===== config.mk =====
export PLATFORM = sky130hd
export DESIGN_NAME = hazard_ctrl
export DESIGN_NICKNAME = d
export VERILOG_FILES = /design/src/rtl/rv32i_types.sv /design/src/rtl/sat_counter.sv /design/src/rtl/hazard_ctrl.sv
export SDC_FILE = /design/constraint.sdc
export NUM_CORES = 1
export LEC_CHECK = 0
export BUFFER_PORTS_ARGS = -buffer_cell sky130_fd_sc_hd__clkbuf_2
export CAP_MARGIN = 0
export CORE_MARGIN = 4
export CORE_UTILIZATION = 25
export CTS_BUF_LIST = sky130_fd_sc_hd__clkbuf_4
export CTS_CLUSTER_DIAMETER = 120
export DETAILED_ROUTE_END_ITERATION = 10
export SLEW_MARGIN = 20
export SYNTH_ARGS = -nofsm -noshare
export SYNTH_HDL_FRONTEND = slang
export SYNTH_SLANG_ARGS = --single-unit

===== constraint.sdc =====
create_clock -name clk -period 2.61 [get_ports clk]
set_clock_uncertainty 0.05 [all_clocks]
set_input_delay 0.1305 -clock clk [delete_from_list [all_inputs] [get_ports clk]]
set_output_delay 0.1305 -clock clk [all_outputs]
set_load 0.005 [all_outputs]

===== src/rtl/rv32i_types.sv =====
// Shared types for the RV32I pipeline hazard logic: the hazard FSM state
// and a register-dependency helper.
package rv32i_types;

    typedef enum logic [0:0] {
        RUN    = 1'b0,
        SQUASH = 1'b1
    } hazard_state_t;

    localparam logic [4:0] REG_X0 = 5'd0;

    function automatic logic src_matches(input logic       used,
                                         input logic [4:0] src,
                                         input logic [4:0] rd);
        return used && (src == rd);
    endfunction

endpackage


===== src/rtl/sat_counter.sv =====
// Saturating up-counter with synchronous active-high reset; holds at all-ones.
module sat_counter #(
    parameter int CNT_W = 32
) (
    input  logic             clk,
    input  logic             rst,
    input  logic             inc,
    output logic [CNT_W-1:0] count
);

    localparam logic [CNT_W-1:0] ONE = {{(CNT_W-1){1'b0}}, 1'b1};

    always_ff @(posedge clk) begin
        if (rst) begin
            count <= '0;
        end else if (inc && (count != '1)) begin
            count <= count + ONE;
        end
    end

endmodule


===== src/rtl/hazard_ctrl.sv =====
// Pipeline hazard controller: memory stalls, load-use interlock and branch
// redirect, including redirects deferred until the pending fetch completes.
// Define PERF_CNT_EN to build the stall-cycle counter; otherwise stall_count is 0.
module hazard_ctrl
    import rv32i_types::*;
#(
    parameter int CNT_W = 32
) (
    input  logic             clk,
    input  logic             rst,
    input  logic             imem_resp,
    input  logic             dmem_req,
    input  logic             dmem_resp,
    input  logic             ex_mem_read,
    input  logic [4:0]       ex_rd,
    input  logic [4:0]       id_rs1,
    input  logic [4:0]       id_rs2,
    input  logic             id_rs1_used,
    input  logic             id_rs2_used,
    input  logic             ex_br_taken,
    input  logic [31:0]      ex_br_target,
    output logic             load_pc,
    output logic             load_if_id,
    output logic             load_id_ex,
    output logic             load_ex_mem,
    output logic             load_mem_wb,
    output logic             flush_if_id,
    output logic             bubble_id_ex,
    output logic             redirect_valid,
    output logic [31:0]      redirect_target,
    output logic [CNT_W-1:0] stall_count
);

    hazard_state_t state, next_state;
    logic [31:0]   target_buf, next_target_buf;
    logic          dmem_stall;
    logic          load_use;

    assign dmem_stall = dmem_req & ~dmem_resp;
    assign load_use   = ex_mem_read && (ex_rd != REG_X0) &&
                        (src_matches(id_rs1_used, id_rs1, ex_rd) ||
                         src_matches(id_rs2_used, id_rs2, ex_rd));

    always_ff @(posedge clk) begin
        if (rst) begin
            state      <= RUN;
            target_buf <= '0;
        end else begin
            state      <= next_state;
            target_buf <= next_target_buf;
        end
    end

    // A taken branch that lands while the fetch is still outstanding cannot
    // redirect the PC yet; park the target and squash until the fetch returns.
    always_comb begin
        next_state      = state;
        next_target_buf = target_buf;
        load_pc         = 1'b1;
        load_if_id      = 1'b1;
        load_id_ex      = 1'b1;
        load_ex_mem     = 1'b1;
        load_mem_wb     = 1'b1;
        flush_if_id     = 1'b0;
        bubble_id_ex    = 1'b0;
        redirect_valid  = 1'b0;
        redirect_target = (state == SQUASH) ? target_buf : ex_br_target;

        case (state)
            RUN: begin
                if (dmem_stall) begin
                    load_pc     = 1'b0;
                    load_if_id  = 1'b0;
                    load_id_ex  = 1'b0;
                    load_ex_mem = 1'b0;
                    load_mem_wb = 1'b0;
                end else if (ex_br_taken && imem_resp) begin
                    flush_if_id    = 1'b1;
                    bubble_id_ex   = 1'b1;
                    redirect_valid = 1'b1;
                end else if (ex_br_taken) begin
                    next_target_buf = ex_br_target;
                    next_state      = SQUASH;
                    load_pc         = 1'b0;
                    flush_if_id     = 1'b1;
                    bubble_id_ex    = 1'b1;
                end else if (load_use || !imem_resp) begin
                    load_pc      = 1'b0;
                    load_if_id   = 1'b0;
                    bubble_id_ex = 1'b1;
                end
            end

            SQUASH: begin
                load_id_ex   = ~dmem_stall;
                load_ex_mem  = ~dmem_stall;
                load_mem_wb  = ~dmem_stall;
                bubble_id_ex = 1'b1;
                if (imem_resp) begin
                    redirect_valid = 1'b1;
                    flush_if_id    = 1'b1;
                    next_state     = RUN;
                end else begin
                    load_pc    = 1'b0;
                    load_if_id = 1'b0;
                end
            end

            default: begin
                next_state = RUN;
            end
        endcase
    end

    // EX only holds bubbles while squashing, so a taken branch there is an upstream bug.
    squash_no_branch: assert property (@(posedge clk) disable iff (rst)
        (state == SQUASH) |-> !ex_br_taken);

`ifdef PERF_CNT_EN
    sat_counter #(
        .CNT_W (CNT_W)
    ) u_stall_cnt (
        .clk   (clk),
        .rst   (rst),
        .inc   (~load_pc),
        .count (stall_count)
    );
`else
    assign stall_count = '0;
`endif

endmodule


# Word-level counts from Yosys, hierarchy flattened
# Index checks and enable logic that the tools add are counted.
# totals
regBits,33
latch_bits,0
mem_bits_rw,0
romBits,0
input_bits,56
memories,0
# classes
addsub,0
mul,0
n_div,0
magnitude_cmp,0
n_eq_ne,2
shifts,0
mux,29
bitwise_logic,5
n_reduce_logical,10
# op_table
cell,n
two-way mux 32 bit,1
two-way mux 1 bit,21
case mux 1 bit (2 select lines),7
== test 5 bit,2
logical AND 1 bit,5
nonzero test 5 bit,1
NOT 1 bit,4
AND reduction 4 bit,1
logical OR 1 bit,2
bitwise AND 1 bit,1
zero test 1 bit,1

# Depth between registers and ports, before layout
# Gate-level depths: netlist of run 1.
# depth
depth_word,10
mapped_depth,7
ltp_nobuf,4

# Least setup slack after synthesis of run 1
# Ideal clock, no wire load.
# synth_path
path_kind,reg-to-output
from,reg state
to,out redirect_target[12]
arrival_ns,1.066
path_slack_ns,1.364
path_stages_with_launch,4
cell_sequence,dfxtp_1 clkbuf_8 buf_2 mux2_2
# synth_between
elab_chain_len,1
# synth_lines
item,line,text
start: declaration,hazard_ctrl.sv:34,"hazard_state_t state, next_state;"
start signal: assignment,hazard_ctrl.sv:49,state <= next_state;
two-way mux 32 bit,hazard_ctrl.sv:67,redirect_target = (state == SQUASH) ? target_buf : ex_br_target;
end: declaration,hazard_ctrl.sv:30,"output logic [31:0] redirect_target,"
# Every way passes these cells.

# Final worst setup path of run 1
# layout_path
from,reg state
to,out bubble_id_ex
# layout_between
elab_chain_len,2
# layout_lines
item,line,text
NOT 1 bit (no line),n/a,
case mux 1 bit (2 select lines) *,hazard_ctrl.sv:69,case (state)
end: declaration,hazard_ctrl.sv:28,"output logic bubble_id_ex,"
# Mark *: on every way between the ends. The rest lies on a longest branch, timed or not.

==> metrics.csv, run 1 <==
metric;value;unit
setup_tns;0;ps
synth_top_family_by_area;multiplexers;
worstPathArrival;1710;ps
synth_xor_area_share;4.34;%
grt_max_degree;40;
synth_compound_area_share;11.3;%
synth_edf_count;0;
grt_pass1_vias;1880;
grt_overflow;0;
remaining_drc_errors;0;
worst_hold_slack;165;ps
ctsHtreeMaxLevel;2;
syn_area;2020;um^2
place_inst;432;
report.final.setup_viol;0;
ys_seq_area_share;32.7;%
tritoncts;done;
synthFlopType;dfxtp_1;
tightest_slew;708;ps
yosys.area_share.simple;16.2;%
core-area;7810;um^2
irDropWorstVdd;0.000175;V
hold_buffers;33;
startpoint_type;flop;
globalRouteTotalUtil;11.0;%
multi_input_area;1120;um^2
min_path_type;input pin to flop;
drt_pass1_iterations;4;
die_area;9570;um^2
drtIter0Drc;27;
place_ws;918;ps
cts-root-buf;clkbuf_4;
cap_violations;0;
cts_buffer_depth;2;
n_fill_cell;832;
hpwlAfterDp;3790;um
fin_util;36.3;%
crit_fanout;39;
status;complete, no violations;
clk_latency;320;ps
p_leak;1.27;nW
period_share;72.3;%
routed_wl;5280;um
num_antenna_cells;0;
instances_no_fill;473;
start_util;25.8;%
cts_made_buffers;5;
swShare;26.5;%
max_freq;530;MHz
io_pins;128;
synth_fa_ha_area_share;0;%
crit_required;2430;ps
antenna_found_initial;0;
clockPowerShare;31.6;%
detail_route.vias_per_cell;4.16;
synth_async_sr_flop_share;0;%
p_per_area;429;nW/um^2
grt_pass1_wl;8750;um
vias;1966;
cts_sinks;33;
synth_cell_types;29;
syn_to_final_growth;40.6;%
critPathKind;flop to output port;
wl_per_cell;11.2;um
syn_inst;249;
clk_pin_slew;110;ps
slew_violations;0;
p_sw;0.322;mW
seq_area;662;um^2
postSynthAreaPerCell;8.11;um^2
p_comb_share;24.4;%
seqPwrFrac;44.0;%
die_y;97.9;um
rows;32;
ys_ff_latch;33;
drive_gt1_share;38.3;%
dieWidth;97.9;um
synth.area.mux_share;17.9;%
cts_setup_buffers;0;
cts_resized;0;
port_buffers;95;
power.internal;0.895;mW
relSlewSlack;52.8;%
ys_warn_count;0;
setup_ws;722;ps
nets;426;
layout_min_cycle_time;1890;ps
hold_viol;0;
crit_path_end_kind;output port;
place_congestion;0.729;
antenna_left;0;
rsz0062_at_grt;false;
==> layer usage <==
layer / vias to the layer above / wire length, um / global-route usage, %
met5: - / 0 / 0
met4: 0 / 75 / 3.30
met3: 9 / 359 / 3.29
met2: 66 / 2660 / 19.8
met1: 890 / 2190 / 12.3
li1: 1001 / - / -
==> power groups by stage <==
| stage | Clock (mW) | Combinational [mW] | Sequential (mW) |
|---|---|---|---|
| 2_1_floorplan | 0 | 0.184 | 0.544 |
| 3_3_place_gp | 0 | 0.258 | 0.546 |
| 3_5_place_dp | 0 | 0.260 | 0.547 |
| 4_1_cts | 0.413 | 0.299 | 0.535 |
| 5_1_grt | 0.440 | 0.334 | 0.538 |
| 6_report | 0.385 | 0.297 | 0.535 |
==> path summary, 6_finish.rpt <==
| kind | start | end | slack [ps] | depth (start not counted) |
|---|---|---|---|---|
| min | ex_br_taken | state | 170 | 3 |
| max reg2reg | state | target_buf[13] | 920 | 5 |
| max | state | bubble_id_ex | 720 | 5 |
| min reg2reg | target_buf[7] | target_buf[7] | 410 | 2 |
==> cells by family after synthesis <==
logic type      Yosys count
simple gates             80
buf+inv                  51
xor+xnor                 10
flops                    33
other cells               1
compound gates           42
mux                      32
==> synthesized netlist by cell type (2+ instances only) <==
cell type	instances	share of area (%)
nand2_1	67	12
a21oi_1	36	8.9
buf_4	35	13
dfxtp_1	33	33
mux2_2	32	18
xnor2_1	10	4.3
buf_2	9	2.2
clkbuf_1	3	0.56
nand4_1	2	0.62
nor2_1	2	0.37
nor3_1	2	0.50
==> worst max-delay path, stage by stage (launching register included) <==
cell	delay (ps)
dfxtp_2	330
buf_4	270
nor3b_1	340
o221ai_1	170
o211a_1	160
clkbuf_2	110
==> registers in the layout, summed over array words and instances (netlist names) <==
| signal | flops |
|---|---|
| target_buf | 32 |
| state | 1 |
==> layout make-up <==
type	count	area share [%]
clock buffers	6	1.59
clock inverters	2	1.19
inverters	1	0.132
multi-input cells	196	39.6
flip-flops and latches	33	23.3
well taps	102	4.50
repair buffers	133	29.7
==> placed cells by master, fill, tap and decap left out, types with 2 or more instances in the layout <==
cell and n:
mux2_2 32, clkbuf_4 6, nor2_1 2, conb_1 32
xnor2_1 10, nand2_1 67, nor3_1 2, buf_4 5
dlygate4sd3_1 33, clkbuf_2 95, dfxtp_1 32, nand4_1 2
a21oi_1 36
==> per-stage QoR <==
| step | power (mW) | area (um^2) |
|---|---|---|
| floorplan | 0.728 | 2130 |
| global placement | 0.804 | 2430 |
| detailed placement | 0.807 | 2430 |
| CTS | 1.25 | 2840 |
| global route | 1.31 | 2840 |
| finish | 1.22 | 2840 |
No activity file was read; power rests on OpenSTA's default activity.
==> run 2: changes to the inputs <==
Clock period 2.61 ns to 1.6 ns, I/O delays scaled along.
==> metrics.csv, run 2 (synthesized netlist as in run 1, its figures left out) <==
metric;value;unit
crit_family;flip-flops;
die_y;97.9;um
critPathKind;flop to output port;
wl_per_cell;11.5;um
syn_to_final_growth;41.3;%
top_layer;met4;
worst_hold_slack;137;ps
drt_pass1_iterations;4;
worstPathArrival;1410;ps
dr_wl_met2;2920;um
startpoint_type;flop;
period_share;96.4;%
start_util;25.8;%
clk_pin_slew;100;ps
irDropWorstVdd;0.000237;V
cts_sinks;33;
multi_input_area;1150;um^2
globalRouteTotalUtil;11.2;%
met1_length;2200;um
rsz0062_at_grt;true;
die_area;9570;um^2
max_stage_delay;420;ps
antenna_found_initial;0;
hold_viol;0;
hpwlAfterDp;3960;um
cts_buffer_depth;2;
largest_reg_flops;32;
cts_made_buffers;5;
ctsHtreeMaxLevel;2;
drive_gt1_share;39.5;%
n_fill_cell;830;
tritoncts;done;
grt_overflow;0;
p_leak;1.26;nW
cap_violations;0;
slew_violations;0;
crit_fanout;15;
crit_buf_inv;2;
tightest_slew;713;ps
detail_route.vias_per_cell;4.23;
crit_path_end_kind;output port;
routed_wl;5430;um
antenna_left;0;
io_pins;128;
clk_latency;320;ps
seq_area;664;um^2
setup_tns;0;ps
path_cells;buf_6, mux2_2, clkbuf_2;
relSlewSlack;52.5;%
num_antenna_cells;0;
cts-root-buf;clkbuf_4;
regMostFlops;target_buf;
grt_pass1_wl;9150;um
setup_ws;56.9;ps
grt_pass1_vias;1998;
drtIter0Drc;37;
crit_required;1470;ps
p_per_area;634;nW/um^2
report.final.setup_viol;0;
layout_common_cells;clkbuf_2 (94), nand2_1 (67), a21oi_1 (34), dlygate4sd3_1 (33);
place_ws;164;ps
remaining_drc_errors;0;
fin_util;36.5;%
dieWidth;97.9;um
layout_min_cycle_time;1540;ps
vias;1998;
status;complete, no violations;
nets;427;
max_freq;648;MHz
rows;32;
cp_slowest_cell;dfxtp_4;
place_congestion;0.717;
reg.largest.list;target_buf x32, state x1;
route.met3.wl;301;um
min_path_type;input pin to flop;
core-area;7810;um^2
port_buffers;95;
layout_commonest_cell;clkbuf_2;
grt_max_degree;34;
[run 2: cell types whose count changed in the layout (fill, tap and decap cells not counted), sizes merged]
cell    previous run  this run
buf                5         7
clkbuf           101        99
bufinv             1         0
[run 2: worst paths after layout]
check | slack, ps | start | end | depth (start not counted)
worst max-delay path | 60 | state | redirect_target[11] | 3
worst min-delay path | 140 | ex_br_taken | state | 3
worst max register to register | 320 | state | target_buf[28] | 5
worst min register to register | 410 | target_buf[4] | target_buf[4] | 2
[run 2: power by group]
group	switching (mW)	total, mW	internal [mW]
sequential	0.0186	0.875	0.856
clock	0.283	0.435	0.153
combinational	0.227	0.496	0.269
total	0.528	1.81	1.28
[run 2: area by class of cell]
type / count / share of cell area [%]
Sequential cell: 33 / 23.3
Inverter: 1 / 0.132
Tap cell: 102 / 4.48
Multi-Input combinational cell: 196 / 40.4
Timing Repair Buffer: 134 / 30.2
Clock buffer: 5 / 1.32
Clock inverter: 1 / 0.176
[run 2: worst reg2reg max path, delay by kind of cell (launching register included)]
kind                   cells  cell delay [ps]
flip-flops                 1              390
AO/OA/AOI/OAI              1              130
buffers and inverters      1              230
AND/OR/NAND/NOR            3              410
[run 2: metal layers]
layer	GRT usage [%]	up-vias
met3	2.64	2
met4	2.24	0
li1	-	1010
met5	0	-
met1	12.1	924
met2	22.0	62
[run 2: timing repair]
item	4_1_cts	5_1_grt
endpoints found under the setup margin	33	33
hold endpoints to repair	33	0
setup buffers	0	0
resized for setup	4	7
hold buffers	33	0
pin swaps	0	1
[run 2: per-stage QoR]
stage	total power, mW	instance area, um^2	instances
floorplan	1.19	2130	280
global placement	1.31	2440	433
detailed placement	1.32	2440	433
CTS	1.85	2820	472
global route	1.95	2850	472
finish	1.81	2850	472
